## src/rtl/gpr_file_mp_if.sv

```systemverilog
// Bus bundle for the multi-port GPR file.
// Carries the two read ports, two write ports, the flag write and the clear handshake.
interface gpr_file_mp_if #(
  parameter int DATA_W = 32,
  parameter int ADDR_W = 5
);
  logic [ADDR_W-1:0] rd_addr_a;
  logic [ADDR_W-1:0] rd_addr_b;
  logic [DATA_W-1:0] rd_data_a;
  logic [DATA_W-1:0] rd_data_b;
  logic              wr0_en;
  logic [ADDR_W-1:0] wr0_addr;
  logic [DATA_W-1:0] wr0_data;
  logic              wr1_en;
  logic [ADDR_W-1:0] wr1_addr;
  logic [DATA_W-1:0] wr1_data;
  logic              flag_we;
  logic              flag_val;
  logic              clr_start;
  logic              clr_busy;
  logic              clr_done;

  modport master (
    output rd_addr_a, rd_addr_b,
    output wr0_en, wr0_addr, wr0_data,
    output wr1_en, wr1_addr, wr1_data,
    output flag_we, flag_val, clr_start,
    input  rd_data_a, rd_data_b,
    input  clr_busy, clr_done
  );

  modport slave (
    input  rd_addr_a, rd_addr_b,
    input  wr0_en, wr0_addr, wr0_data,
    input  wr1_en, wr1_addr, wr1_data,
    input  flag_we, flag_val, clr_start,
    output rd_data_a, rd_data_b,
    output clr_busy, clr_done
  );
endinterface

```

## src/rtl/gpr_file_mp.sv

```systemverilog
// Two-read / two-write register file with r0 hardwired to zero,
// an overflow flag bit in FLAG_REG and a one-entry-per-cycle clear sweep.
module gpr_file_mp #(
  parameter int DATA_W   = 32,
  parameter int ADDR_W   = 5,
  parameter int FLAG_REG = 30
) (
  input  logic          clk,
  input  logic          rst,
  gpr_file_mp_if.slave  bus
);
  localparam int DEPTH = 2 ** ADDR_W;

  typedef enum logic {IDLE, CLEAR} state_e;

  state_e            state_q, state_d;
  logic [ADDR_W-1:0] clr_idx_q, clr_idx_d;
  logic [DATA_W-1:0] mem_q [DEPTH];
  logic [DATA_W-1:0] mem_d [DEPTH];

  logic              wr0_en, wr1_en;
  logic [ADDR_W-1:0] wr0_addr, wr1_addr;
  logic [DATA_W-1:0] wr0_data, wr1_data;
  logic              busy, last_idx;

  assign wr0_en   = bus.wr0_en;
  assign wr0_addr = bus.wr0_addr;
  assign wr0_data = bus.wr0_data;
  assign wr1_en   = bus.wr1_en;
  assign wr1_addr = bus.wr1_addr;
  assign wr1_data = bus.wr1_data;

  assign busy     = (state_q == CLEAR);
  assign last_idx = (clr_idx_q == ADDR_W'(DEPTH - 1));

  always_comb begin
    state_d   = state_q;
    clr_idx_d = clr_idx_q;
    mem_d     = mem_q;
    unique case (state_q)
      IDLE: begin
        // Port 1 after port 0, flag bit last: later assignment wins.
        for (int i = 1; i < DEPTH; i++) begin
          if (wr0_en && wr0_addr == ADDR_W'(i))
            mem_d[i] = wr0_data;
          if (wr1_en && wr1_addr == ADDR_W'(i))
            mem_d[i] = wr1_data;
          if (bus.flag_we && i == FLAG_REG)
            mem_d[i][0] = bus.flag_val;
        end
        if (bus.clr_start) begin
          state_d   = CLEAR;
          clr_idx_d = '0;
        end
      end
      CLEAR: begin
        for (int i = 1; i < DEPTH; i++) begin
          if (clr_idx_q == ADDR_W'(i))
            mem_d[i] = '0;
        end
        if (last_idx) begin
          state_d   = IDLE;
          clr_idx_d = '0;
        end else begin
          clr_idx_d = clr_idx_q + 1'b1;
        end
      end
    endcase
  end

  always_ff @(posedge clk or negedge rst) begin
    if (!rst) begin
      state_q   <= IDLE;
      clr_idx_q <= '0;
      for (int i = 0; i < DEPTH; i++)
        mem_q[i] <= '0;
    end else begin
      state_q   <= state_d;
      clr_idx_q <= clr_idx_d;
      mem_q     <= mem_d;
    end
  end

  function automatic logic [DATA_W-1:0] rd_sel(
    input logic [ADDR_W-1:0] a
  );
    logic [DATA_W-1:0] r;
    if (a == '0 || busy)
      r = '0;
    else if (wr1_en && wr1_addr == a)
      r = wr1_data;
    else if (wr0_en && wr0_addr == a)
      r = wr0_data;
    else
      r = mem_q[a];
    return r;
  endfunction

  assign bus.rd_data_a = rd_sel(bus.rd_addr_a);
  assign bus.rd_data_b = rd_sel(bus.rd_addr_b);
  assign bus.clr_busy  = busy;
  assign bus.clr_done  = busy && last_idx;
endmodule

```

## src/flat_wrapper.sv

```systemverilog
// flat-port wrapper written by rule: the top's interface ports become plain ports
module gpr_file_mp_flat 
#(
  parameter int DATA_W   = 32,
  parameter int ADDR_W   = 5,
  parameter int FLAG_REG = 30
)
  (clk, rst, bus_rd_addr_a, bus_rd_addr_b, bus_wr0_en, bus_wr0_addr, bus_wr0_data, bus_wr1_en, bus_wr1_addr, bus_wr1_data, bus_flag_we, bus_flag_val, bus_clr_start, bus_rd_data_a, bus_rd_data_b, bus_clr_busy, bus_clr_done);
  gpr_file_mp_if #(.DATA_W(DATA_W), .ADDR_W(ADDR_W)) bus_i ();
  input  logic clk;
  input  logic rst;
  input wire logic [$bits(bus_i.rd_addr_a)-1:0] bus_rd_addr_a;
  input wire logic [$bits(bus_i.rd_addr_b)-1:0] bus_rd_addr_b;
  input wire logic [$bits(bus_i.wr0_en)-1:0] bus_wr0_en;
  input wire logic [$bits(bus_i.wr0_addr)-1:0] bus_wr0_addr;
  input wire logic [$bits(bus_i.wr0_data)-1:0] bus_wr0_data;
  input wire logic [$bits(bus_i.wr1_en)-1:0] bus_wr1_en;
  input wire logic [$bits(bus_i.wr1_addr)-1:0] bus_wr1_addr;
  input wire logic [$bits(bus_i.wr1_data)-1:0] bus_wr1_data;
  input wire logic [$bits(bus_i.flag_we)-1:0] bus_flag_we;
  input wire logic [$bits(bus_i.flag_val)-1:0] bus_flag_val;
  input wire logic [$bits(bus_i.clr_start)-1:0] bus_clr_start;
  output wire logic [$bits(bus_i.rd_data_a)-1:0] bus_rd_data_a;
  output wire logic [$bits(bus_i.rd_data_b)-1:0] bus_rd_data_b;
  output wire logic [$bits(bus_i.clr_busy)-1:0] bus_clr_busy;
  output wire logic [$bits(bus_i.clr_done)-1:0] bus_clr_done;
  assign bus_i.rd_addr_a = bus_rd_addr_a;
  assign bus_i.rd_addr_b = bus_rd_addr_b;
  assign bus_i.wr0_en = bus_wr0_en;
  assign bus_i.wr0_addr = bus_wr0_addr;
  assign bus_i.wr0_data = bus_wr0_data;
  assign bus_i.wr1_en = bus_wr1_en;
  assign bus_i.wr1_addr = bus_wr1_addr;
  assign bus_i.wr1_data = bus_wr1_data;
  assign bus_i.flag_we = bus_flag_we;
  assign bus_i.flag_val = bus_flag_val;
  assign bus_i.clr_start = bus_clr_start;
  assign bus_rd_data_a = bus_i.rd_data_a;
  assign bus_rd_data_b = bus_i.rd_data_b;
  assign bus_clr_busy = bus_i.clr_busy;
  assign bus_clr_done = bus_i.clr_done;
  gpr_file_mp #(.DATA_W(DATA_W), .ADDR_W(ADDR_W), .FLAG_REG(FLAG_REG)) u_core (.clk(clk), .rst(rst), .bus(bus_i));
endmodule
```

## config.mk

```make
export PLATFORM = sky130hd
export DESIGN_NAME = gpr_file_mp_flat
export DESIGN_NICKNAME = d
export VERILOG_FILES = /design/src/rtl/gpr_file_mp_if.sv /design/src/rtl/gpr_file_mp.sv /design/src/flat_wrapper.sv
export SDC_FILE = /design/constraint.sdc
export NUM_CORES = 2
export LEC_CHECK = 0
export ABC_CLOCK_PERIOD_IN_PS = 3100
export BUFFER_PORTS_ARGS = -buffer_cell sky130_fd_sc_hd__buf_2
export CAP_MARGIN = 15
export CORE_AREA = 5 5 478 480
export DETAILED_ROUTE_END_ITERATION = 16
export DIE_AREA = 0 0 483 485
export GPL_TIMING_DRIVEN = 0
export PLACE_DENSITY = 0.53
export SLEW_MARGIN = 15
export SYNTH_ARGS = -nofsm -noshare
export SYNTH_HDL_FRONTEND = slang
export SYNTH_SLANG_ARGS = --single-unit
```

## constraint.sdc

```tcl
create_clock -name clk -period 3.1 [get_ports clk]
set_input_delay 0.62 -clock clk [delete_from_list [all_inputs] [get_ports clk]]
set_output_delay 0.62 -clock clk [all_outputs]
set_load 0.01 [all_outputs]
```

==> results_dict.tcl <==
set metrics [dict create \
    hold_slack_ps 72.0 \
    place_hpwl_mm 381 \
    grt_usage_pct 43.0 \
    cts_tree "built" \
    async_flop_share_pct 100 \
    r2r_start "u_core.bus.clr_busy$_DFF_PN0_" \
    fp.dieW_um 483 \
    ir_worst_vdd_v 0.000551 \
    fill_cells 22325 \
    drive_gt1_share_pct 26.9 \
    clock-sinks 998 \
    synth_cell_types 92 \
    fmax_mhz 270 \
    hp-start "bus_clr_start" \
    ys.flop_type "dfrtp_1" \
    cp_num_buf_inv 1 \
    via_count 68662 \
    drt-initial-drc-count 11860 \
    synth_edf_count 0 \
    clk_pin_slew_ps 60 \
    htree_levels 4 \
    power_mw 61.0 \
    synth_area_mm2 0.0667 \
    crit_path_top_delay_cell "a211oi_4" \
    p_sw_share_pct 42.6 \
    fin_ws_ps -603 \
    worst_slew_pin_slew_ps 1410 \
    ant_nets 0 \
    yosys_warnings 0 \
    pwr-share-seq_pct 34.5 \
    hold_depth 2 \
    grt_pass1_wl_mm 668 \
    skew_ps 37.5 \
    slew_viol_final 0 \
    violations "negative setup slack" \
    setup_violations 246 \
    finalHoldViolations 0 \
    arrival_ps 3080 \
    path_cells "mux4_2 > mux2_4 > a211oi_4 > o41ai_4 > buf_2" \
    dieArea_mm2 0.234 \
    grt_max_degree 130 \
    register_area_mm2 0.0250 \
    post-route-min-period_ps 3700 \
    synth.most_common_cell "mux2i_1" \
    status "finished, violations left" \
    synth.top_cells.by_area "dfrtp_1 (37%), mux2i_1 (20%), mux4_2 (8.3%)" \
    coreArea_mm2 0.224 \
    p_per_area_mw_per_mm2 721 \
    synth_nets 6372 \
    area_growth_pct 26.8 \
    start_util_pct 29.8 \
    startpoint_type "flop" \
    clk_path_buf_depth 3 \
    drtPass1Iterations 7 \
    leakagePower_nw 36.8 \
    drt-wirelength-per-cell_um 53.5 \
    r2r_cells 7 \
    p_clk_share_pct 27.5 \
    synth_common_cells "mux2i_1 (1331), dfrtp_1 (998), nand2_1 (603)" \
    path_class "flop to output port" \
    intPower_mw 35.0 \
    post_drt_via_cell_ratio 6.96 \
    cpLargestDelayFamily "multiplexers" \
    gp_congestion 1.05 \
    ios 157 \
    cts-root-buf "clkbuf_16" \
    syn_inst 6275 \
    r2r_setup_slack_ps -140 \
    final_nets 6834 \
    synth_top_area_cell "dfrtp_1" \
    grt-ovfl-total 0 \
    portBuffers 81 \
    timing.final.crit_share_pct 119 \
    crit_path_max_incr_delay_ps 600 \
    multi_input_area_mm2 0.0406 \
    drc_errors 0 \
    synth.ff_latch_count 998 \
    maxCapViolCount 0 \
    numCtsBuffers 135 \
    cp-end-kind "output port" \
    slew_headroom_pct 5.73 \
    p_comb_share_pct 38.0 \
    crit_required_ps 2480 \
    cp_max_fo 3 \
    grt_pass1_vias 63853 \
    rows 174 \
    grt_antenna_before_repair 38 \
    synth_top_cell_area_share_pct 37.4 \
    drt-total-wl_mm 528 \
    clock_latency_ps 830 \
    fp.dieH_um 485 \
    synth_seq_area_share_pct 37.4 \
    rsz0062_at_grt "true" \
    hold_end "u_core.clr_idx_q[0]$_DFFE_PN0P_" \
    synth_area_per_cell_um2 10.6 \
    power.switching_mw 26.0 \
    dp_slack_ps -2670 \
    timing.rr.end "u_core.mem_q[276]$_DFFE_PN0P_" \
    hp-class "input port to flop" \
]
[cell type report]
cell class                 count  share of cell area, %
inverter                      11                 0.0636
antenna                       42                  0.124
clock inverter                38                  0.521
multi-input combinational   4394                   48.0
sequential                   998                   29.5
buffer                       859                   7.94
timing repair buffer         338                   4.70
tap                         2992                   4.43
clock buffer                 197                   4.74
[how the worst max path moves through the flow]
stage | startpoint | to | cells after the start
floorplan | bus_rd_addr_b[2] | bus_rd_data_b[13] | 8
global placement | rst | u_core.mem_q[134]$_DFFE_PN0P_ | 1
detailed placement | bus_rd_addr_b[2] | bus_rd_data_b[13] | 9
CTS | u_core.mem_q[530]$_DFFE_PN0P_ | bus_rd_data_b[18] | 6
global route | u_core.mem_q[533]$_DFFE_PN0P_ | bus_rd_data_b[21] | 5
finish | u_core.mem_q[540]$_DFFE_PN0P_ | bus_rd_data_b[28] | 5
[placed cells by master, fill, tap and decap left out, drive strengths merged, types with 127 or more instances in the layout]
cell type,instances
buf,743
clkbuf,648
dfrtp,998
mux2,127
mux2i,1331
mux4,254
nand2,605
nor3,150
o21ai,304
o22ai,155
o2bb2ai,381
o31ai,318
[cell families after synthesis]
kind of cell / Yosys count / share of synthesized area, %
mux: 1712 / 30.7
compound gates: 1630 / 18.1
simple gates: 1024 / 7.04
flops: 998 / 37.4
buf+inv: 883 / 6.25
xor+xnor: 22 / 0.289
fa+ha+maj: 6 / 0.113
[registers in the layout (all words and copies together) (netlist names)]
name                 cells
u_core.clr_idx_q         5
u_core.mem_q           992
u_core.bus.clr_busy      1
[power by group through the flow]
| stage | Sequential, mW | Clock (mW) | Combinational [mW] |
|---|---|---|---|
| final | 21.0 | 16.8 | 23.2 |
| after global routing | 21.2 | 17.1 | 23.3 |
| after CTS | 20.7 | 16.6 | 21.4 |
| after detailed placement | 20.8 | 0 | 18.9 |
| after global placement | 20.8 | 0 | 18.4 |
| after floorplan | 19.1 | 0 | 10.6 |
[metrics by stage]
stage	cells	instance area, µm²	TNS (ps)	util (%)
floorplan	6275	66700	0	-
global placement	9348	70900	-	31.7
detailed placement	9381	71700	-799190	32.0
CTS	9768	82700	-23930	36.9
global route	9829	84500	-23770	37.8
finish	9869	84600	-36130	37.8
[what timing repair did]
action	4_1_cts	5_1_grt
pin swaps	103	91
hold buffers	1	0
gates resized for setup	1083	301
hold endpoints to repair	72	0
buffers inserted	152	63
gates cloned	9	7
setup endpoints to repair	904	567
[worst register-to-register path, cell delays in order, from the launching register on]
cell	delay, ps
dfrtp_2	420
inv_8	60
buf_4	180
buf_2	310
o21ai_1	700
a21boi_2	700
buf_2	590
o2bb2ai_1	180
[metal layers]
layer,up-vias,part of all wire [%],track usage [%]
met1,35638,38,53.9
met2,6366,39,57.9
met5,-,0.030,0.122
met3,1692,13,17.4
met4,6,9.9,34.3
li1,24960,-,-
Power figures use the tool's default switching activity.
